**config.mk**
```make
export PLATFORM = sky130hd
export DESIGN_NAME = vga_timing
export DESIGN_NICKNAME = d
export VERILOG_FILES = /design/src/rtl/vga_timing.sv
export SDC_FILE = /design/constraint.sdc
export NUM_CORES = 1
export LEC_CHECK = 0
export ABC_AREA = 0
export ABC_CLOCK_PERIOD_IN_PS = 3100
export CORE_MARGIN = 1
export CORE_UTILIZATION = 35
export DETAILED_ROUTE_END_ITERATION = 10
export PLACE_DENSITY_LB_ADDON = 0.15
export SLEW_MARGIN = 40
export SYNTH_ARGS = -nofsm -noshare
export SYNTH_HDL_FRONTEND = slang
export SYNTH_SLANG_ARGS = --single-unit
```
**constraint.sdc**
```tcl
create_clock -name CLK -period 3.1 [get_ports CLK]
set_input_delay 0.465 -clock CLK [delete_from_list [all_inputs] [get_ports CLK]]
set_output_delay 0.465 -clock CLK [all_outputs]
set_load 0.02 [all_outputs]
```
**src/rtl/vga_timing.sv**
```systemverilog
// rtl/vga_timing.sv - 640x480@60 VGA raster timing: pixel tick, X/Y, video-on, frame strobe, syncs.
// Optional VGA_TIMING_RGB_EN adds a registered colour path with sync delayed one pixel to match.
module vga_timing #(
  parameter int CLK_DIV  = 4,
  parameter int H_ACTIVE = 640,
  parameter int H_FP     = 16,
  parameter int H_SYNC   = 96,
  parameter int H_BP     = 48,
  parameter int V_ACTIVE = 480,
  parameter int V_FP     = 10,
  parameter int V_SYNC   = 2,
  parameter int V_BP     = 33
) (
  input  logic       CLK,
  input  logic       RST,
  output logic       PIXEL_TICK_O,
  output logic [9:0] PIXEL_X_O,
  output logic [9:0] PIXEL_Y_O,
  output logic       VIDEO_ON_O,
  output logic       FRAME_START_O,
  output logic       VGA_H_SYNC_O,
  output logic       VGA_V_SYNC_O
`ifdef VGA_TIMING_RGB_EN
  ,
  input  logic [3:0] RED_I,
  input  logic [3:0] GREEN_I,
  input  logic [3:0] BLUE_I,
  output logic [3:0] VGA_RED_O,
  output logic [3:0] VGA_GREEN_O,
  output logic [3:0] VGA_BLUE_O
`endif
);

  localparam int H_TOTAL = H_ACTIVE + H_FP + H_SYNC + H_BP;
  localparam int V_TOTAL = V_ACTIVE + V_FP + V_SYNC + V_BP;
  localparam int DIV_W   = (CLK_DIV > 1) ? $clog2(CLK_DIV) : 1;

  localparam logic [DIV_W-1:0] DIV_LAST = DIV_W'(CLK_DIV - 1);
  localparam logic [9:0] H_LAST     = 10'(H_TOTAL - 1);
  localparam logic [9:0] V_LAST     = 10'(V_TOTAL - 1);
  localparam logic [9:0] H_ACT      = 10'(H_ACTIVE);
  localparam logic [9:0] V_ACT      = 10'(V_ACTIVE);
  localparam logic [9:0] H_SYNC_LO  = 10'(H_ACTIVE + H_FP);
  localparam logic [9:0] H_SYNC_HI  = 10'(H_ACTIVE + H_FP + H_SYNC - 1);
  localparam logic [9:0] V_SYNC_LO  = 10'(V_ACTIVE + V_FP);
  localparam logic [9:0] V_SYNC_HI  = 10'(V_ACTIVE + V_FP + V_SYNC - 1);

  logic [DIV_W-1:0] div_cnt_d, div_cnt_q;
  logic [9:0]       h_cnt_d, h_cnt_q;
  logic [9:0]       v_cnt_d, v_cnt_q;
  logic             tick;
  logic             pixel_tick_d, pixel_tick_q;
  logic             video_on_d, video_on_q;
  logic             h_sync_d, h_sync_q;
  logic             v_sync_d, v_sync_q;
  logic             frame_start_d, frame_start_q;

  // Decode is taken from the next-state counts so the registered flags line up with X/Y.
  always_comb begin
    tick      = (div_cnt_q == DIV_LAST);
    div_cnt_d = tick ? '0 : div_cnt_q + 1'b1;
    h_cnt_d   = h_cnt_q;
    v_cnt_d   = v_cnt_q;
    if (tick) begin
      if (h_cnt_q == H_LAST) begin
        h_cnt_d = '0;
        v_cnt_d = (v_cnt_q == V_LAST) ? 10'd0 : v_cnt_q + 10'd1;
      end else begin
        h_cnt_d = h_cnt_q + 10'd1;
      end
    end
    pixel_tick_d  = tick;
    video_on_d    = (h_cnt_d < H_ACT) && (v_cnt_d < V_ACT);
    h_sync_d      = !((h_cnt_d >= H_SYNC_LO) && (h_cnt_d <= H_SYNC_HI));
    v_sync_d      = !((v_cnt_d >= V_SYNC_LO) && (v_cnt_d <= V_SYNC_HI));
    frame_start_d = tick && (h_cnt_d == 10'd0) && (v_cnt_d == 10'd0);
  end

  always_ff @(posedge CLK or posedge RST) begin
    if (RST) begin
      div_cnt_q     <= '0;
      h_cnt_q       <= '0;
      v_cnt_q       <= '0;
      pixel_tick_q  <= 1'b0;
      video_on_q    <= 1'b1;
      h_sync_q      <= 1'b1;
      v_sync_q      <= 1'b1;
      frame_start_q <= 1'b0;
    end else begin
      div_cnt_q     <= div_cnt_d;
      h_cnt_q       <= h_cnt_d;
      v_cnt_q       <= v_cnt_d;
      pixel_tick_q  <= pixel_tick_d;
      video_on_q    <= video_on_d;
      h_sync_q      <= h_sync_d;
      v_sync_q      <= v_sync_d;
      frame_start_q <= frame_start_d;
    end
  end

  assign PIXEL_TICK_O  = pixel_tick_q;
  assign PIXEL_X_O     = h_cnt_q;
  assign PIXEL_Y_O     = v_cnt_q;
  assign VIDEO_ON_O    = video_on_q;
  assign FRAME_START_O = frame_start_q;

`ifdef VGA_TIMING_RGB_EN
  logic [3:0] red_d, red_q;
  logic [3:0] green_d, green_q;
  logic [3:0] blue_d, blue_q;
  logic       h_sync_dly_d, h_sync_dly_q;
  logic       v_sync_dly_d, v_sync_dly_q;

  // Colour for the pixel being displayed is captured at the end of its period; sync follows it.
  always_comb begin
    red_d        = red_q;
    green_d      = green_q;
    blue_d       = blue_q;
    h_sync_dly_d = h_sync_dly_q;
    v_sync_dly_d = v_sync_dly_q;
    if (tick) begin
      red_d        = video_on_q ? RED_I   : 4'h0;
      green_d      = video_on_q ? GREEN_I : 4'h0;
      blue_d       = video_on_q ? BLUE_I  : 4'h0;
      h_sync_dly_d = h_sync_q;
      v_sync_dly_d = v_sync_q;
    end
  end

  always_ff @(posedge CLK or posedge RST) begin
    if (RST) begin
      red_q        <= 4'h0;
      green_q      <= 4'h0;
      blue_q       <= 4'h0;
      h_sync_dly_q <= 1'b1;
      v_sync_dly_q <= 1'b1;
    end else begin
      red_q        <= red_d;
      green_q      <= green_d;
      blue_q       <= blue_d;
      h_sync_dly_q <= h_sync_dly_d;
      v_sync_dly_q <= v_sync_dly_d;
    end
  end

  assign VGA_RED_O    = red_q;
  assign VGA_GREEN_O  = green_q;
  assign VGA_BLUE_O   = blue_q;
  assign VGA_H_SYNC_O = h_sync_dly_q;
  assign VGA_V_SYNC_O = v_sync_dly_q;
`else
  assign VGA_H_SYNC_O = h_sync_q;
  assign VGA_V_SYNC_O = v_sync_q;
`endif

endmodule
```
### After elaboration in Yosys (flattened, before gate mapping)

Cells that the tools add are included.

* $lt $le $gt $ge: 6
* eq/ne operators: 3
* reductions and logical operators: 9
* $add $sub $neg: 3
* muxes and demuxes: 6

Operator list (number)
* $mux 10: 5
* $add 10x1->10 const B: 2
* $eq 10x10->1 const B: 2
* $logic_not 10->1: 2
* $ge 10x10->1 const B: 1
* $ge 10x9->1 const B: 1
* $le 10x10->1 const B: 1
* $le 10x9->1 const B: 1
* $lt 10x10->1 const B: 1
* $lt 10x9->1 const B: 1
* $logic_and 1x1->1: 5
* $add 2x1->2 const B: 1
* $eq 2x2->1 const B: 1
* $logic_not 1->1: 2
* $mux 2: 1

* logic and storage cells: 35
* bits in registers: 27
* output and inout bits: 25

### Depth between registers and ports, before layout

Gate-level depths: netlist of the first run.

* depth after elaboration: 7
* depth in mapped cells: 9

### Least setup slack after synthesis of the first run

OpenSTA, ideal clock, no wires.

* path type: reg2reg
* from: register h_cnt_q[0] (netlist: PIXEL_X_O[0])
* to: register frame_start_q (netlist: FRAME_START_O)
* arrival time: 2601 ps
* library setup time: 111 ps
* path buffers: 1
* stages on the path, launching flop included: 9
* path slack: 388 ps
* clock period less this slack: 2712 ps
* cell sequence: dfrtp_1 ha_1 nand4b_2 or4_4 buf_6 nor3_1 xor2_1 or4b_1 a2111oi_2

RTL lines
* start, declared: RTL line 49 `logic [9:0] h_cnt_d, h_cnt_q;`
* start signal, assigned: RTL line 91 `h_cnt_q <= h_cnt_d;`
* $eq 10x10->1: RTL line 65 `if (h_cnt_q == H_LAST) begin`
* $mux 10: RTL line 65
* $mux 10: RTL line 64 `if (tick) begin`
* net v_cnt_d[6]: RTL line 50 `logic [9:0] v_cnt_d, v_cnt_q;`
* $logic_not 10->1: RTL line 76 `frame_start_d = tick && (h_cnt_d == 10'd0) && (v_cnt_d == 10'd0);`
* $logic_and 1x1->1: RTL line 76
* net frame_start_d: RTL line 56 `logic frame_start_d, frame_start_q;`
* end signal, assigned: RTL line 97 `frame_start_q <= frame_start_d;`
* end, declared: RTL line 56

The timed path passes the listed nets, and every way through them passes these cells.

### Worst setup path in the final report of the first run

Same ends and word-level chain as after synthesis.

==> impl_metrics.ini, run 1 <==
[run_status]
status = complete, no violations

[layout]
final_common_cell = clkdlybuf4s50_1
final_cell_mix = 26 x clkdlybuf4s50_1, 24 x dfrtp_1, 16 x nor2_1, 14 x o21ai_0, 13 x inv_1
syn2layout_area_growth_pct = 22.6
stdcell_area_um2 = 1850
drive_gt1_frac = 0.0978
antenna_cells = 0
fin_nets = 191
final_core_util = 0.456

[synth]
synth_area_leaders = dfrtp_1 40%, dfstp_2 5.2%, o21ai_0 4.6%
ys_warn_count = 0
async_reset_ff_frac = 1.00
synth_cell_types = 44
syn_area_um2 = 1510
yosys.area.top_type = dfrtp_1
ys.flop_type = dfrtp_1
ys_seq_area_frac = 0.450
synth_cells = 158
synth.avg_cell_area_um2 = 9.55
synth_edf_count = 0
netlist.area_leader.share = 0.398
ys_seq_elements = 27
synth_fp_nets = 164

[timing]
setup_tns_ns = 0
finalMaxSlewViolations = 0
hold_violations = 0
layout_min_cycle_time_ns = 2.80
rsz0062_at_grt = false
final.period_utilization = 0.904
setup_violations = 0
tightest_slew_ns = 0.573
maxSlewHeadroom = 0.617
setup_slack_ns = 0.297
max_freq_ghz = 0.357
skew_ns = 0.00684

[power_and_ir_drop]
p_sw_frac = 0.208
p_leak_nw = 0.801
vdd_drop_max_uv = 131
p_total_mw = 0.560
combPwrFrac = 0.015
p_seq_frac = 0.629
pwr-share-clk = 0.356
power_switching_mw = 0.116
cellInternalPower_mw = 0.443
power.density_nw_per_um2 = 302

[routing]
remaining_drc_errors = 0
wl_um = 3420
routedWlPerCell_um = 14.6
avgViaCountPerCell = 5.40
drt_iter0_drc = 114
vias = 1263
drt_pre_antenna_iters = 6
postRouteAntennaNets = 0

[critical_path]
cp_max_fo = 10
startpoint_type = flip-flop
rr_worst_depth = 7
critPathRequiredTime_ns = 3.27
endpoint_kind = flip-flop
arrival_ns = 2.97
path_class = reg2reg

[grt]
grt_pass1_wl_um = 5910
grt_pass1_vias = 1230
overflow = 0
grt_use_total = 0.173
antenna_found_initial = 0
grt_max_degree = 28

[die]
dieWidth_um = 67.7
fp-row-count = 23
dieHeight_um = 67.7
start_util = 0.372
die-area_um2 = 4580
fp.coreArea_um2 = 4060
pin_count = 27

[job]
cap_violations = 0

[place]
pre_cts_ws_ns = 0.304
place_congestion = 0.839
post-dp-hpwl_um = 2430
numPortBuffers = 26
placed_area_um2 = 1800

[cts]
post_cts_buffers = 0
cts_root_buf = clkbuf_8
clk_pin_slew_ns = 0.10
cts_inserted_buffers = 3
cts_hold_buf = 0
cts_tree = yes
clkSinkCount = 27
worst_skew_pair.late_latency_ns = 0.27
cts_max_level = 1
cts_resized = 0
clk_path_buf_depth = 2

[hold_path]
min_path_cells = 1
hold_class = reg2reg
[metal layers]
metal  wire length (µm)  share of wire  GRT usage  vias up
met3                121          0.035     0.0220        4
met1               1670           0.49      0.249      613
met5                  0              0          0        -
met2               1590           0.46      0.265       27
li1                   -              -          -      619
met4                 38          0.011     0.0559        0
[critical path, cell delays in order (launching register included)]
cell and delay, ns:
dfrtp_1 0.45, ha_1 0.35, nand4b_2 0.19, or4_4 0.61
nor3_4 0.22, xnor2_1 0.13, or4b_1 0.55, a2111oi_2 0.21
[sequential cells by signal, summed over array words and instances (netlist names)]
signal         flops
VIDEO_ON_O         1
VGA_V_SYNC_O       1
VGA_H_SYNC_O       1
PIXEL_TICK_O       1
PIXEL_X_O         10
div_cnt_q          2
PIXEL_Y_O         10
FRAME_START_O      1
[synthesized netlist by cell type, types with 2 or more instances]
library cell  instances
mux2i_1               2
buf_6                 2
ha_1                  4
nor2_1               16
nor3_1                6
dfstp_2               3
a31oi_1               2
xnor2_1               7
clkbuf_1              2
nor4_1                4
xor2_1                2
or3_1                 2
nand3_1               7
nand2_1              11
o21ai_0              14
nand4_1               7
dfrtp_1              24
a21oi_1               4
inv_1                14
[power by group through the flow]
stage | logic, mW | registers (mW) | clock network, mW
after floorplan | 0.00519 | 0.359 | 0
after global placement | 0.00860 | 0.359 | 0
after detailed placement | 0.00892 | 0.359 | 0
after CTS | 0.00902 | 0.352 | 0.208
after global routing | 0.00979 | 0.352 | 0.223
final | 0.00814 | 0.352 | 0.199
[final timing paths]
kind,startpoint,endpoint,slack [ns]
setup / recovery,PIXEL_X_O[0]$_DFF_PP0_,FRAME_START_O$_DFF_PP0_,0.30
hold / removal,div_cnt_q[0]$_DFF_PP0_,div_cnt_q[0]$_DFF_PP0_,0.44
setup reg to reg,PIXEL_X_O[0]$_DFF_PP0_,FRAME_START_O$_DFF_PP0_,0.30
hold reg to reg,div_cnt_q[0]$_DFF_PP0_,div_cnt_q[0]$_DFF_PP0_,0.44
max in group asynchronous,RST,PIXEL_TICK_O$_DFF_PP0_,2.15
min in group asynchronous,RST,PIXEL_X_O[0]$_DFF_PP0_,0.56
[layout make-up]
cell class,count,area [µm²]
tap,50,62.6
fill,398,2210
inverter,14,52.6
multi-input combinational,111,734
clock inverter,1,5.00
timing repair buffer,28,275
clock buffer,3,41.3
sequential,27,679
[metrics by stage]
step,instances,hold WS [ns]
final,234,0.440
after global routing,234,0.455
after CTS,234,0.439
after detailed placement,230,0.426
after global placement,230,0.415
after floorplan,158,0.403
[kinds of logic (layout without fill, tap and decap cells)]
kind of cell / count (synthesis) / count (layout) / synth area share
and+or+nand+nor: 66 / 66 / 0.260
xor gates and xnor gates: 9 / 9 / 0.0522
buffers and inverters: 20 / 46 / 0.0630
AOI/OAI and AO/OA: 30 / 30 / 0.128
adders and majority gates: 4 / 4 / 0.0332
DFF: 27 / 27 / 0.450
muxes: 2 / 2 / 0.0133
Note: power is estimated with default switching activity, not from simulation.
==> inputs of run 2 (changes only) <==
- SETUP_SLACK_MARGIN: not set -> 0.3
==> run 2 against run 1 <==
Final area up 1.1%. Setup slack better by 0.14 ns. Sequential cell count unchanged. Register-to-register slack better by 0.14 ns. Critical path type unchanged. Highest routed layer unchanged.
==> impl_metrics.ini, run 2 (same netlist as run 1, synthesis figures left out) <==
[timing]
finalMaxSlewViolations = 0
setup_violations = 0
maxSlewHeadroom = 0.616
hold_violations = 0
skew_ns = 0.00797
max_freq_ghz = 0.376
setup_tns_ns = 0
rsz0062_at_grt = false
setup_slack_ns = 0.442
final.period_utilization = 0.858
tightest_slew_ns = 0.575
layout_min_cycle_time_ns = 2.66
whs_ns = 0.439

[critical_path]
rr_worst_depth = 8
r2r-end = FRAME_START_O$_DFF_PP0_
crit_chain = inv_1 > ha_1 > or4bb_1 > nor4_4 > a2bb2oi_1 > o21ai_0 > or4b_1 > a2111oi_2
startpoint_type = flip-flop
max_stage_delay_ns = 0.54
reg2reg_from = PIXEL_Y_O[0]$_DFF_PP0_
path_class = reg2reg
critPathSlowestCell = or4b_1
arrival_ns = 2.83
endpoint_kind = flip-flop
critPathRequiredTime_ns = 3.27
cp_max_fo = 8
r2r_slack_ns = 0.44

[die]
start_util = 0.372
pin_count = 27
dieHeight_um = 67.7
dieWidth_um = 67.7
fp-row-count = 23
fp.coreArea_um2 = 4060
die-area_um2 = 4580

[cts]
clk_pin_slew_ns = 0.10
worst_skew_pair.late_latency_ns = 0.27
cts_tree = yes
clkSinkCount = 27
post_cts_buffers = 0
cts_inserted_buffers = 3
clk_path_buf_depth = 2
cts_root_buf = clkbuf_8
cts_max_level = 1
cts_hold_buf = 0

[place]
placed_area_um2 = 1800
post-dp-hpwl_um = 2430
pre_cts_ws_ns = 0.304
placed_cells = 230
place_congestion = 0.839
numPortBuffers = 26

[layout]
seq_area_um2 = 682
multi_input_area_um2 = 752
antenna_cells = 0
fin_nets = 191
final_cell_count_no_fill = 234
fillers = 396
final_cell_mix = 26 x clkdlybuf4s50_1, 22 x dfrtp_1, 16 x nor2_1, 14 x o21ai_0, 13 x inv_1
stdcell_area_um2 = 1870
final_common_cell = clkdlybuf4s50_1
final_core_util = 0.461
drive_gt1_frac = 0.120
syn2layout_area_growth_pct = 24.0

[routing]
vias = 1271
avgViaCountPerCell = 5.43
remaining_drc_errors = 0
drt_iter0_drc = 111
drt_pre_antenna_iters = 4
postRouteAntennaNets = 0
routedWlPerCell_um = 14.6
wl_um = 3410

[hold_path]
holdCritStartpoint = div_cnt_q[0]$_DFF_PP0_
hold_class = reg2reg
min_path_cells = 1
min_to = div_cnt_q[0]$_DFF_PP0_

[grt]
overflow = 0
grt_pass1_wl_um = 5910
grt_pass1_vias = 1230
grt_use_total = 0.173
grt_max_degree = 28
antenna_found_initial = 0

[power_and_ir_drop]
vdd_drop_max_uv = 133
p_leak_nw = 0.795
p_total_mw = 0.560
power.density_nw_per_um2 = 300

[job]
cap_violations = 0

[run_status]
status = complete, no violations
[run 2: how the worst max path moves through the flow]
stage                                      start                 endpoint  slack [ns]
after global routing      PIXEL_X_O[0]$_DFF_PP0_  FRAME_START_O$_DFF_PP0_        0.30
after CTS                 PIXEL_X_O[0]$_DFF_PP0_  FRAME_START_O$_DFF_PP0_        0.36
after detailed placement  PIXEL_X_O[0]$_DFF_PP0_  FRAME_START_O$_DFF_PP0_        0.30
after floorplan           PIXEL_X_O[0]$_DFF_PP0_  FRAME_START_O$_DFF_PP0_        0.39
after global placement    PIXEL_X_O[0]$_DFF_PP0_  FRAME_START_O$_DFF_PP0_        0.34
final                     PIXEL_Y_O[0]$_DFF_PP0_  FRAME_START_O$_DFF_PP0_        0.44
[run 2: area by class of cell]
| type | count | share of cell area |
|---|---|---|
| clock inverters | 1 | 0.00268 |
| clock buffers | 3 | 0.0221 |
| multi-input cells | 111 | 0.402 |
| inverters | 14 | 0.0281 |
| well taps | 50 | 0.0334 |
| flip-flops and latches | 27 | 0.365 |
| repair buffers | 28 | 0.147 |
[run 2: timing repair]
| action | CTS | global route |
|---|---|---|
| endpoints found under the setup margin | 1 | 1 |
| resized for setup | 1 | 4 |
| pin swaps | 0 | 1 |
| gates cloned | 0 | 0 |
[run 2: worst max-delay path, delay by kind of cell (launching register included)]
family,cells,cell delay [ns]
buffers and inverters,1,0.11
AND/OR/NAND/NOR,3,1.28
flip-flops,1,0.46
adder cells (fa/ha/maj),1,0.16
AO/OA/AOI/OAI,3,0.55
[run 2: metal layers]
layer	part of all wire	up-vias	track usage	routed length [µm]
li1	-	618	-	-
met1	0.48	615	0.249	1640
met2	0.46	34	0.265	1580
met3	0.045	4	0.0220	155
met4	0.011	0	0.0559	38
met5	0	-	0	0
[run 2: power breakdown]
| part | total (mW) | switching [mW] | internal [mW] |
|---|---|---|---|
| registers | 0.352 | 0 | 0.352 |
| clock network | 0.200 | 0.110 | 0.0900 |
| logic | 0.00817 | 0.00695 | 0.00122 |
==> inputs of run 3 (changes only) <==
- CORE_UTILIZATION: 35 -> 45
- CTS_CLUSTER_DIAMETER: not set -> 50
==> run 3 against run 2 <==
Wire length fell by 7.0%. Largest power group unchanged. Critical path depth did not move. Core utilization up 14 points. Die area is 22% lower. Clock power fell by 24%. Highest routed layer unchanged.
==> impl_metrics.ini, run 3 (same netlist as run 1, synthesis figures left out) <==
[grt]
grt_pass1_vias = 1138
grt_use_total = 0.198
grt_max_degree = 27
grt_pass1_wl_um = 5340
overflow = 0
antenna_found_initial = 0

[place]
post-dp-hpwl_um = 2370
place_congestion = 0.858
placed_area_um2 = 1800
numPortBuffers = 26
placed_cells = 224

[layout]
syn2layout_area_growth_pct = 23.8
final_cell_mix = 26 x clkdlybuf4s50_1, 21 x dfrtp_1, 16 x nor2_1, 14 x o21ai_0, 13 x inv_1
fin_nets = 192
drive_gt1_frac = 0.124
stdcell_area_um2 = 1870
final_common_cell = clkdlybuf4s50_1
fillers = 281
final_cell_count_no_fill = 229
antenna_cells = 0

[routing]
wl_um = 3170
postRouteAntennaNets = 0
remaining_drc_errors = 0
vias = 1271
drt_pre_antenna_iters = 4
drt_iter0_drc = 49
avgViaCountPerCell = 5.55
routedWlPerCell_um = 13.8

[critical_path]
critPathSlowestCell = or4b_1
critPathRequiredTime_ns = 3.33
startpoint_type = flip-flop
endpoint_kind = flip-flop
max_stage_delay_ns = 0.53
r2r_slack_ns = 0.48
arrival_ns = 2.85
path_buf_inv = 1
crit_family = simple AND/OR/NAND/NOR gates
cp_max_fo = 8
path_class = reg2reg
crit_chain = inv_1 > ha_1 > or4bb_1 > nor4_4 > a2bb2oi_1 > o21ai_0 > or4b_1 > a2111oi_2

[power_and_ir_drop]
p_seq_frac = 0.689
combPwrFrac = 0.017
pwr-share-clk = 0.294
power_switching_mw = 0.107
p_sw_frac = 0.209
power.density_nw_per_um2 = 274
cellInternalPower_mw = 0.405
vdd_drop_max_uv = 170
p_leak_nw = 0.788

[hold_path]
hold_class = in2async

[timing]
final.period_utilization = 0.846
tightest_slew_ns = 0.531
whs_ns = 0.480
maxSlewHeadroom = 0.645
finalMaxSlewViolations = 0
max_freq_ghz = 0.381
setup_violations = 0
layout_min_cycle_time_ns = 2.62
hold_violations = 0
rsz0062_at_grt = false
setup_tns_ns = 0
skew_ns = 0.00369

[die]
pin_count = 27
fp-row-count = 20
start_util = 0.482
dieWidth_um = 59.9
fp.coreArea_um2 = 3130
dieHeight_um = 59.9
die-area_um2 = 3590

[cts]
clk_path_buf_depth = 2
worst_skew_pair.late_latency_ns = 0.32
cts_max_level = 1
clkSinkCount = 27
cts_inserted_buffers = 3
clk_pin_slew_ns = 0.14
cts_root_buf = clkbuf_4
cts_tree = yes

[job]
cap_violations = 0

[run_status]
status = complete, no violations
[run 3: cell types whose count changed in the layout (fill, tap and decap cells not counted), sizes merged]
cell and delta:
clkbuf +1, buf +1, clkinv -1
[run 3: what timing repair did]
action                                 in CTS  in global routing
resized for setup                           2                  6
setup buffers                               0                  1
setup endpoints to repair                   1                  1
pin swaps                                   0                  1
cloned                                      0                  0
endpoints found under the hold margin       0                  0
hold buffers                                0                  0
[run 3: final cells by class]
class,count,area (µm²),share of cell area
Multi-Input combinational cell,111,768,0.411
Sequential cell,27,683,0.366
Timing Repair Buffer,29,283,0.151
Tap cell,44,55.1,0.0295
Inverter,14,52.6,0.0281
Clock buffer,4,26.3,0.0141
[run 3: power groups by stage]
stage | sequential (mW) | combinational (mW) | clock (mW)
after floorplan | 0.359 | 0.00519 | 0
after global placement | 0.359 | 0.00933 | 0
after detailed placement | 0.359 | 0.00979 | 0
after CTS | 0.353 | 0.00965 | 0.158
after global routing | 0.353 | 0.0108 | 0.171
final | 0.352 | 0.00882 | 0.151
[run 3: path summary, 6_finish.rpt]
path | start | to | cells after the start
max in group asynchronous | RST | VIDEO_ON_O$_DFF_PP1_ | 3
max reg2reg | PIXEL_Y_O[0]$_DFF_PP0_ | FRAME_START_O$_DFF_PP0_ | 8
min | RST | PIXEL_TICK_O$_DFF_PP0_ | 2
min in group CLK | div_cnt_q[0]$_DFF_PP0_ | div_cnt_q[0]$_DFF_PP0_ | 1
max | PIXEL_Y_O[0]$_DFF_PP0_ | FRAME_START_O$_DFF_PP0_ | 8
min reg2reg | div_cnt_q[0]$_DFF_PP0_ | div_cnt_q[0]$_DFF_PP0_ | 1
[run 3: routing by layer]
| metal | wire, µm | GRT usage |
|---|---|---|
| met1 | 1590 | 0.294 |
| met2 | 1480 | 0.298 |
| met3 | 71 | 0.0195 |
| met4 | 37 | 0.0698 |
| met5 | 0 | 0 |
[run 3: through the flow]
stage | total power, mW | worst slack, ns | util
after floorplan | 0.364 | 0.388 | -
after global placement | 0.368 | 0.324 | 0.574
after detailed placement | 0.369 | 0.296 | 0.574
after CTS | 0.520 | 0.362 | 0.584
after global routing | 0.534 | 0.318 | 0.597
final | 0.512 | 0.477 | 0.597
